<file path="config.mk">
export PLATFORM = sky130hd
export DESIGN_NAME = seq_mul_unit
export DESIGN_NICKNAME = d
export VERILOG_FILES = /design/src/rtl/seq_mul_unit.sv
export SDC_FILE = /design/constraint.sdc
export NUM_CORES = 1
export LEC_CHECK = 0
export ABC_AREA = 0
export BUFFER_PORTS_ARGS = -buffer_cell sky130_fd_sc_hd__buf_2
export CAP_MARGIN = 40
export CORE_MARGIN = 5
export CORE_UTILIZATION = 59
export DETAILED_ROUTE_END_ITERATION = 8
export HOLD_SLACK_MARGIN = 0.02
export PLACE_DENSITY = 0.88
export SYNTH_ARGS = -nofsm -noshare
export SYNTH_HDL_FRONTEND = slang
export SYNTH_SLANG_ARGS = --single-unit
</file>
<file path="constraint.sdc">
create_clock -name clk -period 7.3 [get_ports clk]
set_clock_uncertainty 0.2 [all_clocks]
set_input_delay 0.365 -clock clk [delete_from_list [all_inputs] [get_ports clk]]
set_output_delay 0.365 -clock clk [all_outputs]
set_load 0.01 [all_outputs]
</file>
<file path="src/rtl/seq_mul_unit.sv">
// seq_mul_unit: shift-add multiplier for RV32M MUL/MULH/MULHSU/MULHU driving the shared execute-stage adder.
// Define MUL_EARLY_EXIT_EN to finish CALC as soon as the remaining multiplier bits are all zero.
module seq_mul_unit #(
   parameter int XLEN = 32
) (
   input  logic            clk,
   input  logic            rst,
   input  logic            start,
   input  logic [1:0]      op,
   input  logic [XLEN-1:0] rs1,
   input  logic [XLEN-1:0] rs2,
   output logic            busy,
   output logic            done,
   output logic [XLEN-1:0] result,
   output logic [XLEN-1:0] add_a,
   output logic [XLEN-1:0] add_b,
   input  logic [XLEN-1:0] add_sum,
   input  logic            add_cout
);
   localparam int CW = $clog2(XLEN) + 1;
   localparam logic [CW-1:0] LAST = CW'(XLEN - 1);
   typedef enum logic [1:0] {IDLE, CALC, FIX, DONE} state_t;
   state_t state_q, state_d;
   logic [XLEN-1:0] hi_q, hi_d, lo_q, lo_d, mcand_q, mcand_d, result_q, result_d;
   logic [CW-1:0] count_q, count_d;
   logic neg_q, neg_d, mul_lo_q, mul_lo_d, busy_q, busy_d, done_q, done_d;
   logic s1, s2;
   logic [XLEN-1:0] m1, m2;
   logic [2*XLEN-1:0] prod;
`ifdef MUL_EARLY_EXIT_EN
   logic [XLEN-1:0] left_mask;
   logic [CW-1:0] rem;
`endif
   always_comb begin
      s1 = (op == 2'b01 || op == 2'b10) && rs1[XLEN-1];
      s2 = op == 2'b01 && rs2[XLEN-1];
      m1 = s1 ? -rs1 : rs1;
      m2 = s2 ? -rs2 : rs2;
      prod = neg_q ? -{hi_q, lo_q} : {hi_q, lo_q};
      add_a = state_q == CALC ? hi_q : '0;
      add_b = (state_q == CALC && lo_q[0]) ? mcand_q : '0;
`ifdef MUL_EARLY_EXIT_EN
      left_mask = {XLEN{1'b1}} >> count_q;
      rem = CW'(XLEN) - count_q;
`endif
      state_d = state_q;
      hi_d = hi_q;
      lo_d = lo_q;
      mcand_d = mcand_q;
      count_d = count_q;
      neg_d = neg_q;
      mul_lo_d = mul_lo_q;
      result_d = result_q;
      if (state_q == IDLE && start) begin
         state_d = CALC;
         hi_d = '0;
         lo_d = m2;
         mcand_d = m1;
         count_d = '0;
         neg_d = s1 ^ s2;
         mul_lo_d = op == 2'b00;
      end else if (state_q == CALC) begin
`ifdef MUL_EARLY_EXIT_EN
         // Low XLEN-count bits of lo are the unconsumed multiplier bits
         if ((lo_q & left_mask) == '0) begin
            {hi_d, lo_d} = {hi_q, lo_q} >> rem;
            state_d = FIX;
         end else
`endif
         begin
            {hi_d, lo_d} = {add_cout, add_sum, lo_q[XLEN-1:1]};
            count_d = count_q + 1'b1;
            state_d = count_q == LAST ? FIX : CALC;
         end
      end else if (state_q == FIX) begin
         result_d = mul_lo_q ? prod[XLEN-1:0] : prod[2*XLEN-1:XLEN];
         state_d = DONE;
      end else if (state_q == DONE) begin
         state_d = IDLE;
      end
      busy_d = state_d == CALC || state_d == FIX;
      done_d = state_d == DONE;
   end
   always_ff @(posedge clk) begin
      if (rst) begin
         state_q <= IDLE;
         hi_q <= '0;
         lo_q <= '0;
         mcand_q <= '0;
         count_q <= '0;
         neg_q <= 1'b0;
         mul_lo_q <= 1'b0;
         result_q <= '0;
         busy_q <= 1'b0;
         done_q <= 1'b0;
      end else begin
         state_q <= state_d;
         hi_q <= hi_d;
         lo_q <= lo_d;
         mcand_q <= mcand_d;
         count_q <= count_d;
         neg_q <= neg_d;
         mul_lo_q <= mul_lo_d;
         result_q <= result_d;
         busy_q <= busy_d;
         done_q <= done_d;
      end
   end
   assign busy = busy_q;
   assign done = done_q;
   assign result = result_q;
endmodule

</file>
==> impl_metrics.py, run 1 <==
metrics = {
    "worst_setup_path": {
        "slowest_stage": "or4_1",
        "cp.arrival_ns": 3.89,
        "cp.required_ns": 7.40,
        "path_cells": "or4_1, or3_1, or4_1, or4b_1, mux2i_1, a2111oi_0",
        "crit_path_max_incr_delay_ns": 0.72,
        "cp_common_cell": "or4_1",
        "endpoint_kind": "flip-flop",
        "path_max_fanout": 17,
        "path_class": "flip-flop to flip-flop",
        "critPathLaunchType": "flip-flop",
    },
    "synthesis": {
        "synthArstFlopShare": 0,
        "synth-seq-cells": 140,
        "synth_fp_nets": 1215,
        "synthTopCellsByArea": "dfxtp_1, mux2i_1, nor2_1",
        "yosysTopAreaCellShare": 0.318,
        "yosys_warnings": 0,
        "synth_area_per_cell_sq_um": 8.01,
        "yosysTopAreaCell": "dfxtp_1",
        "ys.flop_type": "dfxtp_1",
        "netlist_area_sq_um": 8830,
        "synth_seq_area_share": 0.318,
        "ys_types": 64,
        "syn_inst": 1102,
        "synth_edf_count": 0,
    },
    "clock_network": {
        "cts.sinks": 140,
        "cts_buffer_depth": 2,
        "cts_tree": "done",
        "cts_resized": 0,
        "insertion_delay_ns": 0.43,
        "path_clk_slew_ns": 0.06,
        "cts-buffers-inserted": 17,
        "cts-root-buf": "clkbuf_16",
        "h-tree-depth": 4,
    },
    "cells_and_area": {
        "design_area_sq_um": 10900,
        "fillCellCount": 1072,
        "layout_common_cells": "buf_2, dfxtp_1, nor2_1",
        "final_common_cell": "buf_2",
        "layout-drive-gt1-share": 0.203,
        "area_delta_synth_final_pct": 23.5,
        "nets": 1390,
        "diodes": 0,
    },
    "drt": {
        "wl_per_cell_microns": 19.2,
        "wirelength_mm": 28.3,
        "ant_nets": 0,
        "drtIter0Drc": 1286,
        "drtPass1Iterations": 7,
        "drc": 0,
        "vias": 9396,
        "route.detailed.vias_per_inst": 6.37,
    },
    "placement": {
        "globalplace.congestion": 1.01,
        "dp_hpwl_mm": 19.4,
        "portBuffers": 199,
        "dpl_cell_area_sq_um": 9900,
    },
    "power": {
        "powerDensity_nw_per_um2": 256,
        "ir_drop_v": 0.000197,
        "power_frac_seq": 0.349,
        "p_int_w": 0.00182,
        "comb_power_share": 0.310,
        "switchingPower_w": 0.000966,
        "leakagePower_nw": 4.60,
        "netSwitchingFraction": 0.346,
        "power.share.clock": 0.341,
    },
    "grt": {
        "overflow": 0,
        "grt_max_degree": 69,
        "grt_pass1_wl_mm": 45.0,
        "grt_pass1_vias": 8645,
        "grt_usage": 0.309,
        "grt_antenna_before_repair": 0,
    },
    "timing": {
        "period_needed_ns": 3.79,
        "max_freq_mhz": 264,
        "slew_headroom": 0.399,
        "finalSetupTns_ns": 0,
        "min_period_over_period": 0.520,
        "rsz0062_at_grt": "no",
        "worstMarginPinSlew_ns": 0.901,
        "finalHoldViolCount": 0,
        "setup_viol": 0,
        "report.final.slew_viol_count": 0,
    },
    "run": {
        "cap_viol_max_count": 0,
    },
    "floorplan": {
        "ios": 200,
        "start_util": 0.605,
        "die_h_microns": 132,
        "die_area_sq_um": 17500,
        "core-area_sq_um": 14600,
        "num_rows": 44,
        "dieWidth_microns": 132,
    },
    "outcome": {
        "status": "finished clean",
    },
    "hold_path": {
        "hp-class": "primary input to flip-flop",
    },
}
routing by layer:
metal / wire [microns] / global-route usage / up-vias
li1: - / - / 4394
met1: 11000 / 0.388 / 4313
met2: 13100 / 0.497 / 584
met3: 3090 / 0.0866 / 105
met4: 1140 / 0.132 / 0
met5: 0 / 0 / -
area by class of cell:
cell class	instances	area (sq um)	area share
clock buffer	22	494	0.0453
clock inverter	10	159	0.0146
inverter	19	71.3	0.00654
multi-input combinational	853	5620	0.516
sequential	140	2800	0.257
tap	184	230	0.0211
timing repair buffer	246	1520	0.139
sequential cells by signal (all words and copies together) (netlist names):
signal and count:
state_q 2, neg_q 1, busy 1, result 32, mcand_q 32, mul_lo_q 1, hi_q 32, lo_q 32
done 1, count_q 6
worst max-delay path, delay by kind of cell, from the launching register on:
family             cells  cell delay, ns
DFF                    1            0.37
and+or+nand+nor        4            2.56
muxes                  1            0.14
AOI/OAI and AO/OA      1            0.39
logic make-up after synthesis:
logic type | synth area share
AO/OA/AOI/OAI | 0.201
adder cells (fa/ha/maj) | 0.0156
buffers and inverters | 0.0472
multiplexers | 0.0899
AND/OR/NAND/NOR | 0.243
XOR/XNOR | 0.0863
flip-flops | 0.318
cell usage after synthesis, types with 6 or more instances:
cell / number
dfxtp_1: 140
nor2_1: 130
mux2i_1: 77
clkbuf_1: 73
nand2_1: 64
xnor2_1: 51
o21ai_0: 50
a21oi_1: 49
and2_1: 40
xor2_1: 36
a211oi_1: 35
and3_1: 34
or4_1: 26
nor3_1: 25
or3_1: 20
o31ai_1: 19
inv_1: 18
nor4_1: 18
o41ai_1: 18
a31oi_1: 17
o22ai_1: 16
buf_1: 11
ha_1: 11
nand3_1: 11
a2111oi_0: 8
o221ai_1: 8
a311oi_1: 7
nand4_1: 7
a22oi_1: 6
nand2b_1: 6
or2_2: 6
worst paths after layout:
check,from,endpoint,slack (ns),cells after the start
hold reg to reg,mcand_q[23]$_SDFFE_PP0P_,mcand_q[23]$_SDFFE_PP0P_,0.25,2
hold / removal,add_sum[18],hi_q[17]$_SDFFE_PP0P_,0.02,3
setup reg to reg,lo_q[15]$_SDFFE_PP0P_,result[31]$_SDFFE_PP0P_,3.51,6
setup / recovery,lo_q[15]$_SDFFE_PP0P_,result[31]$_SDFFE_PP0P_,3.51,6
metrics by stage:
step | instances | utilization | total power (W) | hold slack [ns] | setup slack, ns
after floorplan | 1102 | - | 0.00154 | 0.217 | 3.92
after global placement | 1400 | 0.669 | 0.00176 | 0.226 | 3.32
after detailed placement | 1407 | 0.678 | 0.00180 | 0.236 | 3.55
after CTS | 1474 | 0.747 | 0.00276 | 0.0203 | 3.52
after global routing | 1474 | 0.747 | 0.00290 | 0.0369 | 3.25
final | 1474 | 0.747 | 0.00279 | 0.0232 | 3.51
power by group through the flow:
stage / clock, W / sequential (W) / combinational (W)
2_1_floorplan: 0 / 0.000942 / 0.000602
3_3_place_gp: 0 / 0.000982 / 0.000774
3_5_place_dp: 0 / 0.000981 / 0.000819
4_1_cts: 0.000951 / 0.000967 / 0.000846
5_1_grt: 0.000983 / 0.000982 / 0.000936
6_report: 0.000951 / 0.000972 / 0.000865
timing repair:
action | in CTS | in global routing
hold buffers | 35 | 0
endpoints found under the hold margin | 35 | 0
buffers inserted | 0 | 0
Power figures use the tool's default switching activity.
==> inputs of run 2 (changes only) <==
- ABC_AREA: 0 -> 1
- CORE_UTILIZATION: 59 -> 57
- PLACE_DENSITY: 0.88 -> 0.84
- clock period: 7.3 -> 3.95 ns (I/O delays scaled with it)
==> run 2 against run 1 <==
Net effect:
- clock-buffer cell count decreased by 3
- synthesized cell count increased by 57%
- sequential share of layout area decreased by 3.5 points
- die area increased by 17%
- final cell count increased by 51%
==> impl_metrics.py, run 2 <==
metrics = {
    "power": {
        "powerDensity_nw_per_um2": 433,
        "ir_drop_v": 0.000369,
        "design_power_total_w": 0.00547,
        "leakagePower_nw": 6.06,
    },
    "synthesis": {
        "yosys_warnings": 0,
        "synth_edf_count": 0,
        "synth_area_per_cell_sq_um": 5.80,
        "synth_fp_nets": 1848,
        "synth.most_common_cell": "nand2_1",
        "synth_seq_area_share": 0.278,
        "ys_types": 45,
        "synthArstFlopShare": 0,
        "syn_inst": 1735,
        "yosysTopAreaCellShare": 0.278,
        "yosys-top-cells-count": "nand2_1, nor2_1, inv_1, dfxtp_1, nand3_1",
        "ys.flop_type": "dfxtp_1",
        "yosysTopAreaCell": "dfxtp_1",
        "synth-seq-cells": 140,
        "synthTopCellsByArea": "dfxtp_1, nand2_1, nor2_1",
        "netlist_area_sq_um": 10100,
    },
    "timing": {
        "worstMarginPinSlew_ns": 0.842,
        "min_period_over_period": 0.737,
        "report.final.slew_viol_count": 0,
        "finalHoldViolCount": 0,
        "period_needed_ns": 2.91,
        "whs_ns": 0.0214,
        "finalSetupTns_ns": 0,
        "max_freq_mhz": 344,
        "setup_viol": 0,
        "slew_headroom": 0.439,
        "rsz0062_at_grt": "no",
    },
    "cells_and_area": {
        "area_delta_synth_final_pct": 25.4,
        "nets": 2096,
        "design_area_sq_um": 12600,
        "layout_common_cells": "nand2_1, nor2_1, buf_2",
        "final_common_cell": "nand2_1",
        "finish.utilization": 0.730,
        "layout-drive-gt1-share": 0.144,
    },
    "grt": {
        "grt_antenna_before_repair": 0,
        "grt_pass1_vias": 11638,
        "grt_usage": 0.355,
        "grt_max_degree": 82,
        "grt_pass1_wl_mm": 58.7,
        "overflow": 0,
    },
    "drt": {
        "wirelength_mm": 36.6,
        "route.detailed.vias_per_inst": 5.71,
        "drc": 0,
        "vias": 12694,
        "drtPass1Iterations": 5,
        "wl_per_cell_microns": 16.5,
        "drtIter0Drc": 1475,
        "ant_nets": 0,
    },
    "placement": {
        "dp_hpwl_mm": 26.0,
        "dpl_cell_area_sq_um": 11200,
        "portBuffers": 199,
        "globalplace.congestion": 1.04,
    },
    "clock_network": {
        "h-tree-depth": 4,
        "cts_buffer_depth": 2,
        "path_clk_slew_ns": 0.07,
        "cts_resized": 0,
        "cts-root-buf": "clkbuf_16",
        "insertion_delay_ns": 0.43,
        "cts.sinks": 140,
        "cts-buffers-inserted": 17,
        "post_cts_buffers": 0,
        "cts_tree": "done",
    },
    "floorplan": {
        "core-area_sq_um": 17300,
        "ios": 200,
        "die_area_sq_um": 20400,
        "num_rows": 48,
        "dieWidth_microns": 143,
        "die_h_microns": 143,
        "start_util": 0.582,
    },
    "worst_setup_path": {
        "cp.arrival_ns": 3.01,
        "endpoint_kind": "flip-flop",
        "cp.required_ns": 4.05,
        "path_class": "primary input to flip-flop",
        "path_max_fanout": 19,
        "critPathLaunchType": "primary input",
        "rrSetupSlack_ns": 1.25,
    },
    "outcome": {
        "status": "finished clean",
    },
    "run": {
        "cap_viol_max_count": 0,
    },
    "hold_path": {
        "hp-class": "primary input to flip-flop",
    },
}
run 2: cell types whose count changed after synthesis, moves of 26 or more:
| cell | before | now |
|---|---|---|
| nand2_1 | 64 | 510 |
| inv_1 | 18 | 170 |
| nor2_1 | 130 | 269 |
| nand3_1 | 11 | 135 |
| o21ai_0 | 50 | 131 |
| a21oi_1 | 49 | 129 |
| mux2i_1 | 77 | 0 |
| xnor2_1 | 51 | 9 |
| and2_1 | 40 | 1 |
| a211oi_1 | 35 | 0 |
| and3_1 | 34 | 1 |
| clkbuf_1 | 73 | 45 |
| or4_1 | 26 | 0 |
run 2: routing by layer:
layer  wire length [microns]  vias up  track usage  share of wire
met2                   16900      734        0.573           0.46
met5                       0        -            0              0
met3                    3750      131       0.0757           0.10
met4                    1580        0        0.146          0.043
met1                   14300     5743        0.463           0.39
li1                        -     6086            -              -
run 2: layout make-up:
| type | count | area (sq um) |
|---|---|---|
| Timing Repair Buffer | 302 | 2030 |
| Clock inverter | 13 | 119 |
| Fill cell | 1489 | 4670 |
| Antenna cell | 2 | 5.00 |
| Inverter | 173 | 649 |
| Clock buffer | 19 | 453 |
| Tap cell | 225 | 282 |
| Multi-Input combinational cell | 1349 | 6280 |
| Sequential cell | 140 | 2800 |
run 2: final timing paths:
kind,start,endpoint,cells after the start
max reg2reg,state_q[0]$_SDFF_PP0_,mcand_q[9]$_SDFFE_PP0P_,8
min reg2reg,mcand_q[10]$_SDFFE_PP0P_,mcand_q[10]$_SDFFE_PP0P_,2
max,rs1[31],mcand_q[15]$_SDFFE_PP0P_,10
min,rs2[2],lo_q[2]$_SDFFE_PP0P_,4
run 2: cells by family after synthesis:
logic type      after synthesis  share of synthesized area
buf+inv                     246                     0.0978
compound gates              305                      0.162
flops                       140                      0.278
fa+ha+maj                    11                     0.0137
simple gates               1004                      0.423
xor+xnor                     29                     0.0252
run 2: power by group:
part           internal (W)  switching (W)
sequential          0.00160       0.000207
combinational      0.000699        0.00139
clock              0.000864       0.000716
total               0.00316        0.00231
run 2: critical path: stages:
cell and delay (ns):
dlygate4sd3_1 0.53, buf_2 0.15, nand2_1 0.37, clkinv_1 0.40, buf_4 0.32, nand2_1 0.17
nand2_1 0.09, xnor2_1 0.15, dlygate4sd3_1 0.58, o22ai_1 0.06
run 2: repair_timing:
| item | CTS | global route |
|---|---|---|
| hold buffers | 90 | 0 |
| hold endpoints to repair | 88 | 0 |
| endpoints found under the setup margin | 0 | 0 |
run 2: metrics by stage:
stage	setup WS (ns)	std cells
floorplan	1.94	1735
global placement	1.38	2097
detailed placement	1.28	2099
CTS	1.15	2221
global route	0.858	2221
finish	1.04	2223
==> inputs of run 3 (changes only) <==
- clock period: 3.95 -> 3 ns (I/O delays scaled with it)
==> run 3 against run 2 <==
Net effect:
- hold slack improved by 0.013 ns
- sequential cell count is the same
- critical path type unchanged
- first-iteration DRC count increased by 1.6%
- final cell count up 1.0%
- global-route usage is 1.6 points higher
- critical path depth is 2 higher
- highest routed layer is now met5
==> impl_metrics.py, run 3 (synthesized netlist as in run 2, its figures left out) <==
metrics = {
    "cells_and_area": {
        "design_area_sq_um": 12900,
        "nets": 2119,
        "register_area_sq_um": 2800,
        "area_delta_synth_final_pct": 27.7,
        "layout-drive-gt1-share": 0.147,
        "multi_input_area_sq_um": 6280,
        "fillCellCount": 1432,
        "layout_common_cells": "nand2_1, nor2_1, buf_2",
        "final_common_cell": "nand2_1",
        "finish.utilization": 0.743,
    },
    "timing": {
        "period_needed_ns": 2.77,
        "max_freq_mhz": 361,
        "finalSetupTns_ns": 0,
        "slew_headroom": 0.447,
        "rsz0062_at_grt": "no",
        "min_period_over_period": 0.923,
        "report.final.slew_viol_count": 0,
        "whs_ns": 0.0348,
        "setup_viol": 0,
        "worstMarginPinSlew_ns": 0.828,
        "finalHoldViolCount": 0,
    },
    "grt": {
        "overflow": 0,
        "grt_pass1_wl_mm": 60.7,
        "grt_antenna_before_repair": 0,
        "grt_usage": 0.371,
        "grt_pass1_vias": 12054,
        "grt_max_degree": 82,
    },
    "worst_setup_path": {
        "path_class": "primary input to flip-flop",
        "slowest_stage": "dlygate4sd3_1",
        "cp_num_buf_inv": 6,
        "critPathTopFamily": "buffers and inverters",
        "path_cells": "dlygate4sd3_1, buf_2, inv_1, ha_1, nand2_1, clkinv_1, buf_4, o21ai_2, nand3b_1, nand3_1, nand2_1, dlygate4sd3_1",
        "critPathLaunchType": "primary input",
        "crit_path_max_incr_delay_ns": 0.55,
        "path_max_fanout": 15,
        "endpoint_kind": "flip-flop",
        "cp.arrival_ns": 2.89,
        "rrSetupSlack_ns": 0.53,
        "cp.required_ns": 3.12,
    },
    "clock_network": {
        "cts.sinks": 140,
        "cts_resized": 0,
        "cts_hold_buf": 104,
        "cts-root-buf": "clkbuf_16",
        "path_clk_slew_ns": 0.07,
        "insertion_delay_ns": 0.43,
        "cts-buffers-inserted": 17,
        "post_cts_buffers": 0,
        "cts_tree": "done",
        "h-tree-depth": 4,
        "cts_buffer_depth": 2,
    },
    "hold_path": {
        "hp-class": "primary input to flip-flop",
    },
    "placement": {
        "globalplace.congestion": 1.03,
        "portBuffers": 199,
        "dp_hpwl_mm": 26.9,
        "dpl_cell_area_sq_um": 11200,
    },
    "floorplan": {
        "dieWidth_microns": 143,
        "core-area_sq_um": 17300,
        "num_rows": 48,
        "die_area_sq_um": 20400,
        "start_util": 0.582,
        "ios": 200,
        "die_h_microns": 143,
    },
    "drt": {
        "drtIter0Drc": 1498,
        "ant_nets": 0,
        "wl_per_cell_microns": 17.2,
        "vias": 12906,
        "drc": 0,
        "route.detailed.vias_per_inst": 5.75,
        "drtPass1Iterations": 8,
        "wirelength_mm": 38.6,
    },
    "power": {
        "ir_drop_v": 0.000522,
        "leakagePower_nw": 6.17,
        "powerDensity_nw_per_um2": 576,
    },
    "run": {
        "cap_viol_max_count": 0,
    },
    "outcome": {
        "status": "finished clean",
    },
}
-- run 3: changes by cell type in the layout (fill, tap and decap cells not counted) --
cell	change
clkinv_4	+1
clkinvlp_4	-1
clkbuf_8	-2
buf_12	+1
buf_16	-1
bufinv_16	+1
dlygate4sd3_1	+14
clkinv_8	+1
inv_8	+3
inv_6	-3
buf_4	+9
-- run 3: layer usage --
| layer | part of all wire | routed length [microns] | global-route usage | vias up |
|---|---|---|---|---|
| met3 | 0.10 | 3910 | 0.0723 | 145 |
| met5 | 0.0011 | 42 | 0.0167 | - |
| met4 | 0.047 | 1800 | 0.163 | 2 |
| li1 | - | - | - | 6130 |
| met1 | 0.39 | 15200 | 0.482 | 5876 |
| met2 | 0.46 | 17700 | 0.599 | 753 |
-- run 3: layout make-up --
cell class,count,area share
antenna,2,0.000389
sequential,140,0.218
clock inverter,15,0.0135
tap,225,0.0219
clock buffer,17,0.0331
inverter,173,0.0505
multi-input combinational,1349,0.489
timing repair buffer,325,0.174
-- run 3: final timing paths --
path,startpoint,endpoint,cells past startpoint
worst max-delay path,op[0],mcand_q[26]$_SDFFE_PP0P_,12
worst min-delay path,rs2[29],lo_q[29]$_SDFFE_PP0P_,5
worst max register to register,state_q[0]$_SDFF_PP0_,mcand_q[27]$_SDFFE_PP0P_,9
worst min register to register,mcand_q[9]$_SDFFE_PP0P_,mcand_q[9]$_SDFFE_PP0P_,2
-- run 3: per-stage QoR --
stage,setup slack [ns],total power [W],std cells
floorplan,0.989,0.00420,1735
global placement,0.803,0.00497,2107
detailed placement,0.723,0.00502,2108
CTS,0.339,0.00730,2244
global route,0.128,0.00780,2244
finish,0.230,0.00740,2246
-- run 3: worst reg2reg max path: cells and delay by family (launching register included) --
family / cells / cell delay, ns
adders and majority gates: 1 / 0.21
buffers and inverters: 4 / 1.21
DFF: 1 / 0.34
and+or+nand+nor: 4 / 0.39
-- run 3: where the power goes --
part           switching (W)  internal, W
Combinational        0.00190     0.000946
Clock               0.000995      0.00120
Sequential          0.000269      0.00210
